$ cat src/rtl/uart_pkg.sv
// Shared UART definitions: receiver state encoding and frame-format defaults
// common to the transmit and receive sides.
package uart_pkg;

    localparam int UART_DATA_BITS  = 8;
    localparam int UART_OVERSAMPLE = 16;

    typedef enum logic [2:0] {
        IDLE  = 3'd0,
        START = 3'd1,
        DATA  = 3'd2,
        STOP  = 3'd3,
        BRK   = 3'd4
    } rx_state_t;

endpackage

$ cat src/rtl/uart_receiver_if.sv
// Received-byte handshake between the UART receiver (master) and its consumer (slave).
interface uart_receiver_if #(
    parameter int DATA_BITS = 8
);
    logic [DATA_BITS-1:0] data_out;
    logic                 rdy;
    logic                 frame_err;
    logic                 overrun;
    logic                 rx_busy;
    logic                 rdy_clr;

    modport master (
        output data_out, rdy, frame_err, overrun, rx_busy,
        input  rdy_clr
    );

    modport slave (
        input  data_out, rdy, frame_err, overrun, rx_busy,
        output rdy_clr
    );
endinterface

$ cat src/rtl/uart_sync_bit.sv
// Multi-flop synchronizer bringing one asynchronous bit into the clk domain.
module uart_sync_bit #(
    parameter int   SYNC_STAGES = 2,
    parameter logic RESET_VAL   = 1'b1
) (
    input  logic clk,
    input  logic rst_n,
    input  logic d_i,
    output logic q_o
);
    logic [SYNC_STAGES-1:0] sync_q;

    // Shift the raw input through the chain; the reset value matches the idle line level.
    always_ff @(posedge clk or negedge rst_n) begin
        if (!rst_n) begin
            sync_q <= {SYNC_STAGES{RESET_VAL}};
        end else begin
            sync_q <= {sync_q[SYNC_STAGES-2:0], d_i};
        end
    end

    assign q_o = sync_q[SYNC_STAGES-1];
endmodule

$ cat src/rtl/uart_receiver.sv
// 8N1 UART receiver: synchronizes Rx, finds the start bit, samples each bit at
// its centre using the oversampling tick, and holds the byte for the consumer.
// DATA_BITS must be at least 2.
module uart_receiver
    import uart_pkg::*;
#(
    parameter int DATA_BITS   = UART_DATA_BITS,
    parameter int OVERSAMPLE  = UART_OVERSAMPLE,
    parameter int SYNC_STAGES = 2
) (
    input  logic            clk_50m,
    input  logic            rst_n,
    input  logic            Rx,
    input  logic            rx_clken,
    uart_receiver_if.master bus
);
    localparam int CNT_W = $clog2(OVERSAMPLE);
    localparam int IDX_W = (DATA_BITS > 1) ? $clog2(DATA_BITS) : 1;
    localparam logic [CNT_W-1:0] CNT_HALF = CNT_W'(OVERSAMPLE / 2 - 1);
    localparam logic [CNT_W-1:0] CNT_LAST = CNT_W'(OVERSAMPLE - 1);
    localparam logic [IDX_W-1:0] IDX_LAST = IDX_W'(DATA_BITS - 1);

    rx_state_t            state_q, state_d;
    logic [CNT_W-1:0]     cnt_q, cnt_d;
    logic [IDX_W-1:0]     idx_q, idx_d;
    logic [DATA_BITS-1:0] shift_q, shift_d;
    logic [DATA_BITS-1:0] data_q, data_d;
    logic                 rdy_q, rdy_d;
    logic                 ferr_q, ferr_d;
    logic                 ovr_q, ovr_d;
    logic                 rx_s;

    uart_sync_bit #(
        .SYNC_STAGES (SYNC_STAGES),
        .RESET_VAL   (1'b1)
    ) u_sync (
        .clk   (clk_50m),
        .rst_n (rst_n),
        .d_i   (Rx),
        .q_o   (rx_s)
    );

    // State, counters, shift register and output flags.
    always_ff @(posedge clk_50m or negedge rst_n) begin
        if (!rst_n) begin
            state_q <= IDLE;
            cnt_q   <= '0;
            idx_q   <= '0;
            shift_q <= '0;
            data_q  <= '0;
            rdy_q   <= 1'b0;
            ferr_q  <= 1'b0;
            ovr_q   <= 1'b0;
        end else begin
            state_q <= state_d;
            cnt_q   <= cnt_d;
            idx_q   <= idx_d;
            shift_q <= shift_d;
            data_q  <= data_d;
            rdy_q   <= rdy_d;
            ferr_q  <= ferr_d;
            ovr_q   <= ovr_d;
        end
    end

    // Next-state logic; rdy_clr clears the flags first so a same-cycle set wins.
    always_comb begin
        state_d = state_q;
        cnt_d   = cnt_q;
        idx_d   = idx_q;
        shift_d = shift_q;
        data_d  = data_q;
        rdy_d   = rdy_q  & ~bus.rdy_clr;
        ferr_d  = ferr_q & ~bus.rdy_clr;
        ovr_d   = ovr_q  & ~bus.rdy_clr;

        case (state_q)
            IDLE: begin
                if (rx_clken && !rx_s) begin
                    state_d = START;
                    cnt_d   = '0;
                end
            end
            START: begin
                if (rx_clken) begin
                    if (cnt_q == CNT_HALF) begin
                        // Still low at mid start bit: real frame, now bit-centre aligned.
                        cnt_d   = '0;
                        idx_d   = '0;
                        state_d = rx_s ? IDLE : DATA;
                    end else begin
                        cnt_d = cnt_q + CNT_W'(1);
                    end
                end
            end
            DATA: begin
                if (rx_clken) begin
                    if (cnt_q == CNT_LAST) begin
                        shift_d = {rx_s, shift_q[DATA_BITS-1:1]};
                        cnt_d   = '0;
                        if (idx_q == IDX_LAST) begin
                            state_d = STOP;
                        end else begin
                            idx_d = idx_q + IDX_W'(1);
                        end
                    end else begin
                        cnt_d = cnt_q + CNT_W'(1);
                    end
                end
            end
            STOP: begin
                if (rx_clken) begin
                    if (cnt_q == CNT_LAST) begin
                        cnt_d = '0;
                        if (rx_s) begin
                            data_d  = shift_q;
                            rdy_d   = 1'b1;
                            ovr_d   = ovr_d | rdy_q;
                            state_d = IDLE;
                        end else begin
                            ferr_d  = 1'b1;
                            state_d = BRK;
                        end
                    end else begin
                        cnt_d = cnt_q + CNT_W'(1);
                    end
                end
            end
            BRK: begin
                if (rx_clken && rx_s) begin
                    state_d = IDLE;
                end
            end
            default: begin
                state_d = IDLE;
            end
        endcase
    end

    assign bus.data_out  = data_q;
    assign bus.rdy       = rdy_q;
    assign bus.frame_err = ferr_q;
    assign bus.overrun   = ovr_q;
    assign bus.rx_busy   = (state_q != IDLE);
endmodule

$ cat src/flat_wrapper.sv
// flat-port wrapper written by rule: the top's interface ports become plain ports
module uart_receiver_flat import uart_pkg::*;
#(
    parameter int DATA_BITS   = UART_DATA_BITS,
    parameter int OVERSAMPLE  = UART_OVERSAMPLE,
    parameter int SYNC_STAGES = 2
)
  (clk_50m, rst_n, Rx, rx_clken, bus_data_out, bus_rdy, bus_frame_err, bus_overrun, bus_rx_busy, bus_rdy_clr);
  uart_receiver_if #(.DATA_BITS(DATA_BITS)) bus_i ();
  input  logic clk_50m;
  input  logic rst_n;
  input  logic Rx;
  input  logic rx_clken;
  output wire logic [$bits(bus_i.data_out)-1:0] bus_data_out;
  output wire logic [$bits(bus_i.rdy)-1:0] bus_rdy;
  output wire logic [$bits(bus_i.frame_err)-1:0] bus_frame_err;
  output wire logic [$bits(bus_i.overrun)-1:0] bus_overrun;
  output wire logic [$bits(bus_i.rx_busy)-1:0] bus_rx_busy;
  input wire logic [$bits(bus_i.rdy_clr)-1:0] bus_rdy_clr;
  assign bus_data_out = bus_i.data_out;
  assign bus_rdy = bus_i.rdy;
  assign bus_frame_err = bus_i.frame_err;
  assign bus_overrun = bus_i.overrun;
  assign bus_rx_busy = bus_i.rx_busy;
  assign bus_i.rdy_clr = bus_rdy_clr;
  uart_receiver #(.DATA_BITS(DATA_BITS), .OVERSAMPLE(OVERSAMPLE), .SYNC_STAGES(SYNC_STAGES)) u_core (.clk_50m(clk_50m), .rst_n(rst_n), .Rx(Rx), .rx_clken(rx_clken), .bus(bus_i));
endmodule
$ cat config.mk
export PLATFORM = sky130hd
export DESIGN_NAME = uart_receiver_flat
export DESIGN_NICKNAME = d
export VERILOG_FILES = /design/src/rtl/uart_pkg.sv /design/src/rtl/uart_receiver_if.sv /design/src/rtl/uart_sync_bit.sv /design/src/rtl/uart_receiver.sv /design/src/flat_wrapper.sv
export SDC_FILE = /design/constraint.sdc
export NUM_CORES = 1
export LEC_CHECK = 0
export ABC_CLOCK_PERIOD_IN_PS = 3640
export BUFFER_PORTS_ARGS = -buffer_cell sky130_fd_sc_hd__buf_2
export CAP_MARGIN = 30
export CORE_MARGIN = 5
export CORE_UTILIZATION = 60
export DETAILED_ROUTE_END_ITERATION = 8
export PLACE_DENSITY = 0.82
export SYNTH_ARGS = -nofsm -noshare
export SYNTH_HDL_FRONTEND = slang
export SYNTH_SLANG_ARGS = --single-unit
$ cat constraint.sdc
create_clock -name clk_50m -period 3.64 [get_ports clk_50m]
set_input_delay 0.728 -clock clk_50m [delete_from_list [all_inputs] [get_ports clk_50m]]
set_output_delay 0.728 -clock clk_50m [all_outputs]
set_load 0.02 [all_outputs]
Yosys cells after proc, flatten, opt, wreduce, memory -nomap -nowiden
Cells that the tools add are included.
{"block": "op_classes", "n_addsub": 2, "multipliers": 0, "div": 0, "magnitude_cmp": 0, "n_eq_ne": 18, "n_shift": 0, "n_mux": 36, "bitwise": 5, "n_reduce_logical": 13}
{"op": "$mux W3", "n": 15}
{"op": "$mux W4", "n": 5}
{"op": "$pmux W3 S5", "n": 1}
{"op": "$ne A2 B1 Y1 const B", "n": 7}
{"op": "$mux W1", "n": 12}
{"op": "$pmux W4 S3", "n": 1}
{"op": "$reduce_and A9 Y1", "n": 1}
{"op": "$ne A2 B2 Y1 const B", "n": 4}
{"op": "$reduce_and A4 Y1", "n": 2}
{"op": "$eq A3 B2 Y1 const B", "n": 2}
{"op": "$eq A3 B3 Y1 const B", "n": 2}
{"op": "$pmux W3 S2", "n": 1}
{"op": "$reduce_and A6 Y1", "n": 1}
{"op": "$reduce_bool A3 Y1", "n": 2}
{"op": "$add A4 B1 Y4 const B", "n": 1}
{"op": "$eq A4 B3 Y1 const B", "n": 1}
{"op": "$eq A4 B4 Y1 const B", "n": 1}
{"op": "$add A3 B1 Y3 const B", "n": 1}
{"op": "$and A1 B1 Y1", "n": 3}
{"op": "$eq A3 B1 Y1 const B", "n": 1}
{"op": "$logic_not A3 Y1", "n": 1}
{"op": "$reduce_and A3 Y1", "n": 1}
{"op": "$logic_and A1 B1 Y1", "n": 2}
{"op": "$mux W2", "n": 1}
{"op": "other kinds (5)", "n": 5}
{"block": "totals", "register_bits": 31, "latchBits": 0, "mem_bits_rw": 0, "mem_bits_ro": 0, "in_bits": 5, "out_inout_bits": 12, "elab_cells": 83, "mem_count": 0}

Longest topological paths before layout
Gate-level depths: netlist (run 1).
{"block": "logic_depth", "ltp_word": 7, "ltp_mapped": 5, "depth_no_buf": 5}

By module
From an unflattened synthesis (run 1), not the netlist that was laid out.
{"block": "unflattened", "cells_unflattened": 110, "area_unflattened_um2": 1368.8}
{"mod": "uart_receiver", "instances": 1, "cells_per_inst": 108, "area_per_inst_um2": 1316.3, "seq_area_each_um2": 725.7}
{"mod": "uart_sync_bit", "instances": 1, "cells_per_inst": 2, "area_per_inst_um2": 52.6, "seq_area_each_um2": 52.6}

Least setup slack after synthesis (run 1)
No wires, ideal clock.
{"block": "synth_path", "path_type": "input-to-reg", "startpoint": "input rx_clken", "endpoint": "register u_core.shift_q[0]", "t_arrival_ns": 1.698, "t_required_ns": 3.515, "setup_slack_ns": 1.817, "path_stages": 4, "n_path_buf": 1, "cell_sequence": "nand2b_4 or4_4 buf_6 mux2_4"}
{"block": "synth_via", "elab_chain_len": 1}
{"element": "from (decl)", "line_no": "flat_wrapper.sv:13", "source": "input logic rx_clken;"}
{"element": "$reduce_and A3 Y1 (no source line)"}
{"element": "to (signal assigned)", "line_no": "uart_receiver.sv:58", "source": "shift_q <= shift_d;"}
{"element": "to (decl)", "line_no": "uart_receiver.sv:26", "source": "logic [DATA_BITS-1:0] shift_q, shift_d;"}
Every way passes these cells.
A chain may end at the register's enable or synchronous reset.

Worst setup path after layout (run 1)
{"block": "layout_path", "startpoint": "register u_core.state_q[0]", "endpoint": "output bus_rx_busy"}
{"block": "layout_via", "elab_chain_len": 1}
{"element": "from (decl)", "line_no": "uart_receiver.sv:23", "source": "rx_state_t state_q, state_d;"}
{"element": "from (signal assigned)", "line_no": "uart_receiver.sv:55", "source": "state_q <= state_d;"}
{"element": "$reduce_bool A3 Y1", "line_no": "uart_receiver.sv:144", "source": "assign bus.rx_busy = (state_q != IDLE);"}
{"element": "to (decl)", "line_no": "flat_wrapper.sv:18", "source": "output wire logic [$bits(bus_i.rx_busy)-1:0] bus_rx_busy;"}
Every way passes these cells.

==> results by group, run 1 <==
Layout
  – Antenna diode count: 0
  – Fraction of layout cells with a size suffix above 1: between 30% and 40%
  – Layout Nets: 140
  – Synth-to-layout area growth: 11.06%

Critical path
  – WS Path Type: flop to output pin
  – Worst-path cell chain: or3_1 > buf_2
  – Crit path max-delay family: flip-flops
  – CP Capture Type: output pin
  – Crit start category: flop
  – Worst path slowest cell: dfrtp_1
  – Req. time, crit path: around 2.9 ns
  – Crit-path max cell delay: between 0.5 and 0.6 ns
  – Crit path max fanout: 13
  – Critical path buffers and inverters: 1
  – CP arrival: 1.42 ns

Global route
  – GRT overflow: 0
  – GRT Total Usage: a little under a fifth
  – First-pass GRT wire length: approximately 4700 um
  – Vias in the first global route: 1036
  – Initial antenna violation count: 0
  – Pin count of the biggest net entering global routing: 32

Die
  – Core footprint: between 2000 and 2500 sq um
  – Cell Rows: 18
  – Starting Density: slightly above 60%
  – Ports: 17
  – Die area: about 3500 sq um
  – Overall die width: about 60 um
  – Die Ht: just under 60 um

STA
  – Worst slew margin: 55.88%
  – Max Clk Rate: 0.4650 GHz
  – Slew at the pin with the worst max-slew slack: roughly 0.66 ns
  – Final min period: 2.150 ns
  – RSZ-0062 raised after global routing: false
  – Final hold viol count: 0
  – Layout Skew: 0.004863 ns
  – Setup violators final: 0
  – Setup TNS: 0 ns
  – Crit share post-route: 59.08%
  – Slew Limit Fails: 0

Detailed routing
  – Final ANT Viol Nets: 0
  – Total Wirelength: 2703 um
  – First-pass DRT Iterations: 4
  – DRT iter0 DRCs: 11
  – DRC: 0
  – Wire length per cell: roughly 17 um
  – Mean number of vias per cell: 5.791
  – Vias: roughly 940

Place
  – PortBufs: 16
  – Routability cong.: 0.8116
  – Dpl hpwl: 1908 um

Clock network
  – H-tree levels: 2
  – CTS Sinks: 31
  – CTS tree: done
  – CTS resizes: 0
  – Total CTS buffers: 5
  – Setup bufs post-CTS: 0
  – Worst-Skew Late Latency: roughly 0.32 ns
  – CTS max path bufs: 2
  – CTS root buffer: clkbuf_4
  – Clock-pin slew on the worst setup and hold paths: 0.09 ns
  – # hold bufs at CTS: 0

Synth
  – Post-Syn Area per Cell: roughly 13 sq um
  – Post-synthesis cell type count: 37
  – Area contributors post-synth: dfrtp_1, mux2_2, mux2_4
  – Synth Register Bits: 31
  – Synth Instances: ~120
  – Cell Area, Synth: roughly 1500 sq um
  – Area leader, netlist: dfrtp_1
  – Seq/Total Area, Yosys: between 50% and 60%
  – Post-Syn Nets: between 100 and 150
  – Top cell type's share of synthesized area: 49.36%
  – Ys Warns: 0

Power
  – LEAKAGE: between 0.8 and 0.9 nW
  – PwrDens: around 440 nW/um^2
  – Final Total Pwr: ~0.72 mW
  – Peak supply drop: around 430 uV

Run
  – Maxcap violations: 0

Run status
  – Status: finished, final reports clean

Worst hold path
  – Worst min path class: flop to flop
## where the power goes
part	internal, mW	leakage (nW)	switching, mW
clock	0.162	0.0482	0.114
combinational	0.0233	0.354	0.0303
sequential	0.360	0.419	0.0255
total	0.545	0.821	0.170
## cells by family after synthesis
| kind of cell | Yosys count | synth area share (%) |
|---|---|---|
| fa+ha+maj | 3 | 2.553 |
| mux | 19 | 16.60 |
| flops | 31 | 52.94 |
| xor+xnor | 1 | 0.5959 |
| buf+inv | 10 | 3.829 |
| compound gates | 20 | 8.681 |
| simple gates | 31 | 14.81 |
## synthesized netlist by cell type
cell type and instances:
a211oi_1 2, a21oi_1 1, a221oi_1 1, a22oi_1 2, a32oi_1 1, and2_1 1, and2b_1 2, and4_1 2
buf_1 1, buf_2 3, buf_6 2, dfrtp_1 29, dfstp_2 2, ha_1 3, inv_1 4, mux2_2 11
mux2_4 8, nand2_1 2, nand2b_1 2, nand2b_4 1, nand3_1 3, nand3b_1 1, nand4_2 1, nor2_1 2
nor2b_1 2, nor3_1 1, nor3b_1 5, nor4_1 1, nor4bb_1 1, o2111ai_1 1, o21ai_0 8, o22ai_1 3
o31ai_1 1, or3_1 2, or4_1 1, or4_4 1, xnor2_1 1
## cell usage in the layout (no fill, tap or decap), drive strengths merged, types with 2 or more instances in the layout
| cell type | n |
|---|---|
| nor2b | 2 |
| a22oi | 2 |
| and2b | 2 |
| nand2 | 2 |
| nand2b | 3 |
| mux2 | 19 |
| nor3b | 5 |
| ha | 3 |
| or3 | 2 |
| buf | 16 |
| o21ai | 8 |
| inv | 4 |
| nor2 | 2 |
| o22ai | 3 |
| clkbuf | 6 |
| nand3 | 3 |
| dfstp | 2 |
| a211oi | 2 |
| or4 | 2 |
| dfrtp | 29 |
| and4 | 2 |
## state kept, by name (all words and copies together), names as in the netlist
register and flops:
u_core.bus.overrun 1, u_core.idx_q 3, u_core.shift_q 8, u_core.bus.data_out 8, u_core.state_q 3, u_core.cnt_q 4
u_core.u_sync.sync_q 2, u_core.bus.rdy 1, u_core.bus.frame_err 1
## final timing paths
path / from / end / slack (ns) / cells after the start
setup / recovery: u_core.state_q[0]$_DFFE_PN0P_ / bus_rx_busy / 1.49 / 2
hold / removal: u_core.u_sync.sync_q[0]$_DFF_PN1_ / u_core.u_sync.sync_q[1]$_DFF_PN1_ / 0.36 / 0
max in group asynchronous: rst_n / u_core.bus.data_out[7]$_DFFE_PN0P_ / 2.79 / 1
hold reg to reg: u_core.u_sync.sync_q[0]$_DFF_PN1_ / u_core.u_sync.sync_q[1]$_DFF_PN1_ / 0.36 / 0
setup reg to reg: u_core.cnt_q[0]$_DFFE_PN0P_ / u_core.bus.data_out[1]$_DFFE_PN0P_ / 1.81 / 4
min in group asynchronous: rst_n / u_core.cnt_q[0]$_DFFE_PN0P_ / 0.42 / 1
## layout make-up
class,instances,area (sq um)
Sequential cell,31,778.2
Fill cell,183,777.0
Multi-Input combinational cell,74,635.6
Timing Repair Buffer,16,80.08
Clock buffer,6,51.30
Tap cell,30,37.54
Clock inverter,2,35.03
Inverter,4,15.01
## worst reg2reg max path: cells and delay by family, from the launching register on
kind	cells	cell delay [ns]
flip-flops	1	0.39
adder cells (fa/ha/maj)	1	0.28
AND/OR/NAND/NOR	2	0.66
multiplexers	1	0.39
## layer usage
layer	GRT usage (%)	wire, um
met3	5.664	160
met5	0	0
met2	30.89	1381
met1	21.10	1129
met4	7.278	32
## per-stage QoR
stage	utilization [%]	hold slack (ns)	instances	instance area [sq um]	worst slack, ns
after floorplan	-	0.3452	115	1470	1.817
after global placement	64.17	0.3460	155	1546	1.620
after detailed placement	64.17	0.3490	155	1546	1.591
after CTS	67.76	0.3633	163	1633	1.479
after global routing	67.76	0.3705	163	1633	1.413
final	67.76	0.3610	163	1633	1.490
(Power assumes the default switching activity.)
==> inputs of run 2 (changes only) <==
--- a/config.mk
+++ b/config.mk
@@ -5,13 +5,13 @@
 export SDC_FILE = /design/constraint.sdc
 export NUM_CORES = 1
 export LEC_CHECK = 0
-export ABC_CLOCK_PERIOD_IN_PS = 3640
+export ABC_CLOCK_PERIOD_IN_PS = 1890
 export BUFFER_PORTS_ARGS = -buffer_cell sky130_fd_sc_hd__buf_2
 export CAP_MARGIN = 30
 export CORE_MARGIN = 5
-export CORE_UTILIZATION = 60
+export CORE_UTILIZATION = 51
 export DETAILED_ROUTE_END_ITERATION = 8
-export PLACE_DENSITY = 0.82
+export PLACE_DENSITY = 0.74
 export SYNTH_ARGS = -nofsm -noshare
 export SYNTH_HDL_FRONTEND = slang
 export SYNTH_SLANG_ARGS = --single-unit
==> constraint.sdc (replaced) <==
create_clock -name clk_50m -period 1.89 [get_ports clk_50m]
set_input_delay 0.378 -clock clk_50m [delete_from_list [all_inputs] [get_ports clk_50m]]
set_output_delay 0.378 -clock clk_50m [all_outputs]
set_load 0.02 [all_outputs]
==> run 2 against run 1 <==
  * Worst setup slack got worse by 1.4 ns
  * Core utilization fell by 7.7 points
  * Sequential power increased by 92%
  * Final cell count rose by 2.5%
  * Clock skew rose by 0.0028 ns
  * Register-to-register slack got worse by 1.7 ns
  * Combinational power is 110% higher
  * First-iteration DRC count rose by 73%
==> results by group, run 2 (same netlist as run 1, synthesis figures left out) <==
Run status
  – Status: finished, final reports clean (unchanged)

Critical path
  – CP arrival: 1.42 ns (about the same)
  – WS Path Type: flop to output pin (unchanged)
  – Crit path max fanout: 13 (unchanged)
  – Reg2reg setup slack: 0.10 ns (was 1.81 ns)
  – Crit start category: flop (unchanged)
  – CP Capture Type: output pin (unchanged)
  – Req. time, crit path: 1.51 ns (was 2.91 ns)

Die
  – Cell Rows: 19 (was 18)
  – Starting Density: 53.31% (was 61.01%)
  – Ports: 17 (unchanged)
  – Die area: 4056 sq um (was 3540 sq um)
  – Overall die width: 63.69 um (was 59.50 um)
  – Die Ht: 63.69 um (was 59.50 um)
  – Core footprint: 2758 sq um (was 2410 sq um)

Detailed routing
  – Wire length per cell: 15.82 um (was 16.58 um)
  – Mean number of vias per cell: 5.808 (was 5.791)
  – First-pass DRT Iterations: 4 (unchanged)
  – Vias: 970 (was 944)
  – DRC: 0 (unchanged)
  – Total Wirelength: 2642 um (was 2703 um)
  – DRT iter0 DRCs: 19 (was 11)
  – Final ANT Viol Nets: 0 (unchanged)

Clock network
  – CTS Sinks: 31 (unchanged)
  – CTS resizes: 0 (unchanged)
  – # hold bufs at CTS: 0 (unchanged)
  – Clock-pin slew on the worst setup and hold paths: 0.10 ns (was 0.09 ns)
  – Worst-Skew Late Latency: 0.33 ns (was 0.32 ns)
  – CTS root buffer: clkbuf_4 (unchanged)
  – H-tree levels: 2 (unchanged)
  – CTS tree: done (unchanged)
  – Total CTS buffers: 5 (unchanged)
  – Setup bufs post-CTS: 0 (unchanged)
  – CTS max path bufs: 2 (unchanged)

Place
  – Placed cell count: 159 (was 155)
  – Routability cong.: 0.7596 (was 0.8116)
  – Dpl hpwl: 1839 um (was 1908 um)
  – Placed Area: 1570 sq um (was 1546 sq um)
  – PortBufs: 16 (unchanged)

Power
  – PwrDens: 841.2 nW/um^2 (was 437.9 nW/um^2)
  – Peak supply drop: 639.8 uV (was 427.0 uV)
  – LEAKAGE: 0.8367 nW (was 0.8210 nW)
  – Final Total Pwr: 1.394 mW (was 0.7151 mW)

STA
  – Setup violators final: 0 (unchanged)
  – Final min period: ~1.8 ns
  – Max Clk Rate: between 0.5 and 0.6 GHz
  – RSZ-0062 raised after global routing: false (unchanged)
  – Layout Skew: 0.007713 ns (was 0.004863 ns)
  – Slew at the pin with the worst max-slew slack: 0.6706 ns (was 0.6618 ns)
  – Slew Limit Fails: 0 (unchanged)
  – Final hold viol count: 0 (unchanged)
  – Setup TNS: 0 ns (unchanged)
  – Worst slew margin: 55.29% (was 55.88%)
  – Hold WS: 0.07298 ns (was 0.3610 ns)
  – Crit share post-route: approximately 95%

Global route
  – GRT Total Usage: 14.77% (was 18.12%)
  – Pin count of the biggest net entering global routing: 32 (unchanged)
  – First-pass GRT wire length: 4643 um (was 4671 um)
  – Initial antenna violation count: 0 (unchanged)
  – Vias in the first global route: 992 (was 1036)
  – GRT overflow: 0 (unchanged)

Layout
  – FILL cells: 246 (was 183)
  – Synth-to-layout area growth: 12.68% (was 11.06%)
  – Fin area: 1657 sq um (was 1633 sq um)
  – Finished Layout Cells: 167 (was 163)
  – Most common cell after layout, fill and taps aside: dfrtp_1 (unchanged)
  – Fraction of layout cells with a size suffix above 1: 37.50% (was 36.09%)
  – Antenna diode count: 0 (unchanged)
  – Most frequent cells in the layout: dfrtp_1, buf_2, mux2_2 (unchanged)
  – Layout Nets: 143 (was 140)

Run
  – Maxcap violations: 0 (unchanged)

Worst hold path
  – Worst min path class: input pin to asynchronous set/reset pin (was flop to flop)
-- run 2: cell types whose count changed in the layout (fill, tap and decap cells not counted), sizes merged --
cell,previous run,this run
buf,16,19
-- run 2: worst paths after layout --
kind,from,endpoint,cells past startpoint
worst max-delay path,u_core.state_q[0]$_DFFE_PN0P_,bus_rx_busy,2
worst min-delay path,rst_n,u_core.bus.rdy$_DFF_PN0_,1
worst max register to register,u_core.cnt_q[0]$_DFFE_PN0P_,u_core.shift_q[4]$_DFFE_PN0P_,4
worst min register to register,u_core.u_sync.sync_q[0]$_DFF_PN1_,u_core.u_sync.sync_q[1]$_DFF_PN1_,0
max in group asynchronous,rst_n,u_core.idx_q[1]$_DFFE_PN0P_,1
min in group clk_50m,Rx,u_core.u_sync.sync_q[0]$_DFF_PN1_,1
-- run 2: critical path, stage by stage, from the launching register on --
cell     delay [ns]
dfrtp_1        0.52
or3_1          0.41
buf_2          0.16
-- run 2: metrics by stage --
stage,utilization (%),setup WS (ns)
floorplan,-,0.2222
global placement,56.94,0.1330
detailed placement,56.94,0.09800
CTS,60.07,0.07861
global route,60.07,0.01392
finish,60.07,0.09453
-- run 2: where the power goes --
part	switching (mW)	internal (mW)
combinational	0.0644	0.0482
sequential	0.0458	0.693
clock	0.230	0.312
-- run 2: area by class of cell --
class | instances | area (sq um) | share of cell area (%)
Clock buffer | 6 | 51.30 | 3.097
Clock inverter | 2 | 35.03 | 2.115
Inverter | 4 | 15.01 | 0.9063
Multi-Input combinational cell | 74 | 635.6 | 38.37
Sequential cell | 31 | 778.2 | 46.98
Tap cell | 31 | 38.79 | 2.341
Timing Repair Buffer | 19 | 102.6 | 6.193
-- run 2: routing by layer --
metal / routed length [um] / GRT usage (%) / up-vias
li1: - / - / 461
met1: 1241 / 19.11 / 485
met2: 1239 / 21.95 / 19
met3: 130 / 5.684 / 5
met4: 31 / 6.234 / 0
met5: 0 / 0 / -
==> inputs of run 3 (changes only) <==
--- a/config.mk
+++ b/config.mk
@@ -8,10 +8,11 @@
 export ABC_CLOCK_PERIOD_IN_PS = 1890
 export BUFFER_PORTS_ARGS = -buffer_cell sky130_fd_sc_hd__buf_2
 export CAP_MARGIN = 30
-export CORE_MARGIN = 5
-export CORE_UTILIZATION = 51
+export CORE_MARGIN = 2
+export CORE_UTILIZATION = 50
 export DETAILED_ROUTE_END_ITERATION = 8
-export PLACE_DENSITY = 0.74
+export PLACE_DENSITY = 0.73
 export SYNTH_ARGS = -nofsm -noshare
 export SYNTH_HDL_FRONTEND = slang
+export SYNTH_HIERARCHICAL = 1
 export SYNTH_SLANG_ARGS = --single-unit
==> run 3 against run 2 <==
  * Final cell count shrank 1.2%
  * Maximum frequency grew 0.96%
  * Clock-buffer cell count grew 1
  * Clock power shrank 36%
  * Register-to-register slack is essentially flat
  * Power grew 17%
  * Synthesized area shrank 6.9%
  * Sequential cell count is the same
  * Core utilization grew 1.5 points
  * Clock skew shrank 0.0014 ns
  * Highest routed layer unchanged
==> results by group, run 3 <==
Run status
  – Status: finished, final reports clean (unchanged)

Clock network
  – # hold bufs at CTS: 0 (unchanged)
  – Clock-pin slew on the worst setup and hold paths: 0.09 ns (was 0.10 ns)
  – CTS tree: done (unchanged)
  – Worst-Skew Late Latency: 0.32 ns (was 0.33 ns)
  – H-tree levels: 2 (unchanged)
  – CTS max path bufs: 2 (unchanged)
  – CTS root buffer: clkbuf_4 (unchanged)
  – Total CTS buffers: 5 (unchanged)
  – CTS Sinks: 31 (unchanged)

STA
  – Setup violators final: 0 (unchanged)
  – RSZ-0062 raised after global routing: false (unchanged)
  – Worst slew margin: 56.43% (was 55.29%)
  – Final min period: 1.778 ns (was 1.795 ns)
  – Slew Limit Fails: 0 (unchanged)
  – Slew at the pin with the worst max-slew slack: 0.6536 ns (was 0.6706 ns)
  – Crit share post-route: 94.10% (was 95.00%)
  – Final hold viol count: 0 (unchanged)
  – Layout Skew: 0.006358 ns (was 0.007713 ns)
  – Setup TNS: 0 ns (unchanged)
  – Max Clk Rate: 0.5623 GHz (was 0.5570 GHz)

Critical path
  – Crit path max fanout: 10 (was 13)
  – CP Capture Type: flop (was output pin)
  – Critical path buffers and inverters: 0 (was 1)
  – Crit-path max cell delay: 0.40 ns (was 0.52 ns)
  – WS Path Type: flop to flop (was flop to output pin)
  – Req. time, crit path: 2.10 ns (was 1.51 ns)
  – Crit start category: flop (unchanged)
  – Worst path slowest cell: dfrtp_1 (unchanged)
  – Worst-path cell chain: ha_2 > and3_2 > nand4_2 > nor2_4 > mux2_2 (was or3_1 > buf_2)
  – CP arrival: 1.99 ns (was 1.42 ns)
  – Crit path max-delay family: simple AND/OR/NAND/NOR gates (was flip-flops)

Synth
  – Post-synthesis cell type count: 32 (was 37)
  – Synth Instances: 110 (was 115)
  – Most frequent cells after synthesis: dfrtp_1, mux2_2, nand2_1 (was dfrtp_1, mux2_2, mux2_4, o21ai_0, nor3b_1)
  – Seq/Total Area, Yosys: 56.86% (was 52.94%)
  – Asr flop ratio synth: 100.0% (unchanged)
  – Post-Syn Nets: 118 (was 123)
  – Count leader, synth: dfrtp_1 (unchanged)
  – Synth Area in Compound Gates: 9.324% (was 8.681%)
  – Ys Warns: 6 (was 0)
  – Simple-gate share of the synthesized area: 10.51% (was 14.81%)
  – Area leader, netlist: dfrtp_1 (unchanged)
  – Multiplexer area fraction after synthesis: 16.18% (was 16.60%)
  – Largest family of logic cells by synthesized area: multiplexers (unchanged)
  – Post-Syn Area per Cell: 12.44 sq um (was 12.78 sq um)
  – Cell Area, Synth: 1369 sq um (was 1470 sq um)
  – Top_reg_cell synth: dfrtp_1 (unchanged)
  – Post-synthesis adder-cell area fraction: 2.742% (was 2.553%)
  – Number of synthesized flops with an enable pin: 0 (unchanged)
  – Top cell type's share of synthesized area: 53.02% (was 49.36%)
  – Area contributors post-synth: dfrtp_1, mux2_2, dfstp_2 (was dfrtp_1, mux2_2, mux2_4)
  – Synth Register Bits: 31 (unchanged)
  – Synth Area in XOR/XNOR: 0.6399% (was 0.5957%)

Global route
  – GRT overflow: 0 (unchanged)
  – Vias in the first global route: 825 (was 992)
  – GRT Total Usage: 16.19% (was 14.77%)
  – Initial antenna violation count: 0 (unchanged)
  – Pin count of the biggest net entering global routing: 32 (unchanged)
  – First-pass GRT wire length: 3808 um (was 4643 um)

Layout
  – Antenna diode count: 0 (unchanged)
  – Synth-to-layout area growth: 14.44% (was 12.68%)
  – Most frequent cells in the layout: dfrtp_1, mux2_2, buf_2 (was dfrtp_1, buf_2, mux2_2)
  – Post-layout util: 61.55% (was 60.07%)
  – Fraction of layout cells with a size suffix above 1: 38.52% (was 37.50%)
  – Most common cell after layout, fill and taps aside: dfrtp_1 (unchanged)
  – Layout Nets: 142 (was 143)
  – FILL cells: 215 (was 246)

Die
  – Starting Density: 53.79% (was 53.31%)
  – Die Ht: 56.32 um (was 63.69 um)
  – Die area: 3172 sq um (was 4056 sq um)
  – Core footprint: 2545 sq um (was 2758 sq um)
  – Cell Rows: 18 (was 19)
  – Ports: 17 (unchanged)
  – Overall die width: 56.32 um (was 63.69 um)

Place
  – Routability cong.: 0.8121 (was 0.7596)
  – PortBufs: 16 (unchanged)
  – Dpl hpwl: 1525 um (was 1839 um)

Power
  – Final Total Pwr: 1.637 mW (was 1.394 mW)
  – P_int: 1.087 mW (was 1.054 mW)
  – PwrDens: 1045 nW/um^2 (was 841.2 nW/um^2)
  – P_sw: 0.5499 mW (was 0.3397 mW)
  – Share of power burned in registers: 53.7% (was 53.0%)
  – Clock share of power: 21.3% (was 38.9%)
  – Combinational share of power: 25.0% (was 8.1%)
  – Switching share of total power: 33.59% (was 24.38%)
  – LEAKAGE: 0.8290 nW (was 0.8367 nW)
  – Peak supply drop: 708.8 uV (was 639.8 uV)

Detailed routing
  – First-pass DRT Iterations: 4 (unchanged)
  – Vias: 909 (was 970)
  – Total Wirelength: 2216 um (was 2642 um)
  – DRT iter0 DRCs: 15 (was 19)
  – Mean number of vias per cell: 5.509 (was 5.808)
  – Wire length per cell: 13.43 um (was 15.82 um)
  – Final ANT Viol Nets: 0 (unchanged)
  – DRC: 0 (unchanged)

Run
  – Maxcap violations: 0 (unchanged)

Worst hold path
  – Worst min path class: input pin to asynchronous set/reset pin (unchanged)
run 3: final timing paths:
path / start / endpoint / slack [ns] / cells after the start
worst min register to register: u_core/u_sync/sync_q[0]$_DFF_PN1_ / u_core/u_sync/sync_q[1]$_DFF_PN1_ / 0.36 / 0
worst max register to register: u_core/cnt_q[0]$_DFFE_PN0P_ / u_core/bus.data_out[3]$_DFFE_PN0P_ / 0.11 / 5
max in group asynchronous: rst_n / u_core/idx_q[1]$_DFFE_PN0P_ / 1.39 / 1
min in group clk_50m: Rx / u_core/u_sync/sync_q[0]$_DFF_PN1_ / 0.15 / 1
worst max-delay path: u_core/cnt_q[0]$_DFFE_PN0P_ / u_core/bus.data_out[3]$_DFFE_PN0P_ / 0.11 / 5
worst min-delay path: rst_n / u_core/cnt_q[2]$_DFFE_PN0P_ / 0.07 / 1
run 3: logic make-up after synthesis:
family	Yosys count
flops	31
simple gates	26
mux	20
compound gates	17
buf+inv	12
fa+ha+maj	3
xor+xnor	1
run 3: layer usage:
| layer | track usage [%] | routed length, um | vias up |
|---|---|---|---|
| met1 | 21.13 | 1042 | 447 |
| met5 | 0 | 0 | - |
| met4 | 8.163 | 49 | 0 |
| li1 | - | - | 434 |
| met3 | 6.912 | 120 | 8 |
| met2 | 23.03 | 1004 | 20 |
run 3: final cells by class:
type	count	area, sq um	share of cell area [%]
Tap cell	30	37.54	2.396
Clock buffer	7	45.04	2.875
Multi-Input combinational cell	67	544.3	34.74
Sequential cell	31	778.2	49.68
Inverter	9	33.78	2.157
Timing Repair Buffer	20	122.6	7.828
Clock inverter	1	5.005	0.3195
run 3: through the flow:
stage | area, sq um | std cells | hold slack (ns) | setup slack (ns)
floorplan | 1369 | 110 | 0.08241 | 0.2851
global placement | 1504 | 156 | 0.3459 | 0.1659
detailed placement | 1504 | 156 | 0.3521 | 0.1078
CTS | 1554 | 164 | 0.08718 | 0.07721
global route | 1567 | 165 | 0.1072 | 0.01951
finish | 1567 | 165 | 0.07138 | 0.1116
run 3: what timing repair did:
| item | in CTS | in global routing |
|---|---|---|
| setup endpoints to repair | 0 | 4 |
| buffers inserted | 0 | 1 |
| gates resized for setup | 0 | 2 |
run 3: power groups by stage:
stage,Clock [mW],Sequential [mW],Combinational [mW]
final,0.349,0.879,0.409
after global routing,0.405,0.893,0.476
after CTS,0.370,0.870,0.412
after detailed placement,0,0.883,0.411
after global placement,0,0.878,0.391
after floorplan,0,0.842,0.339
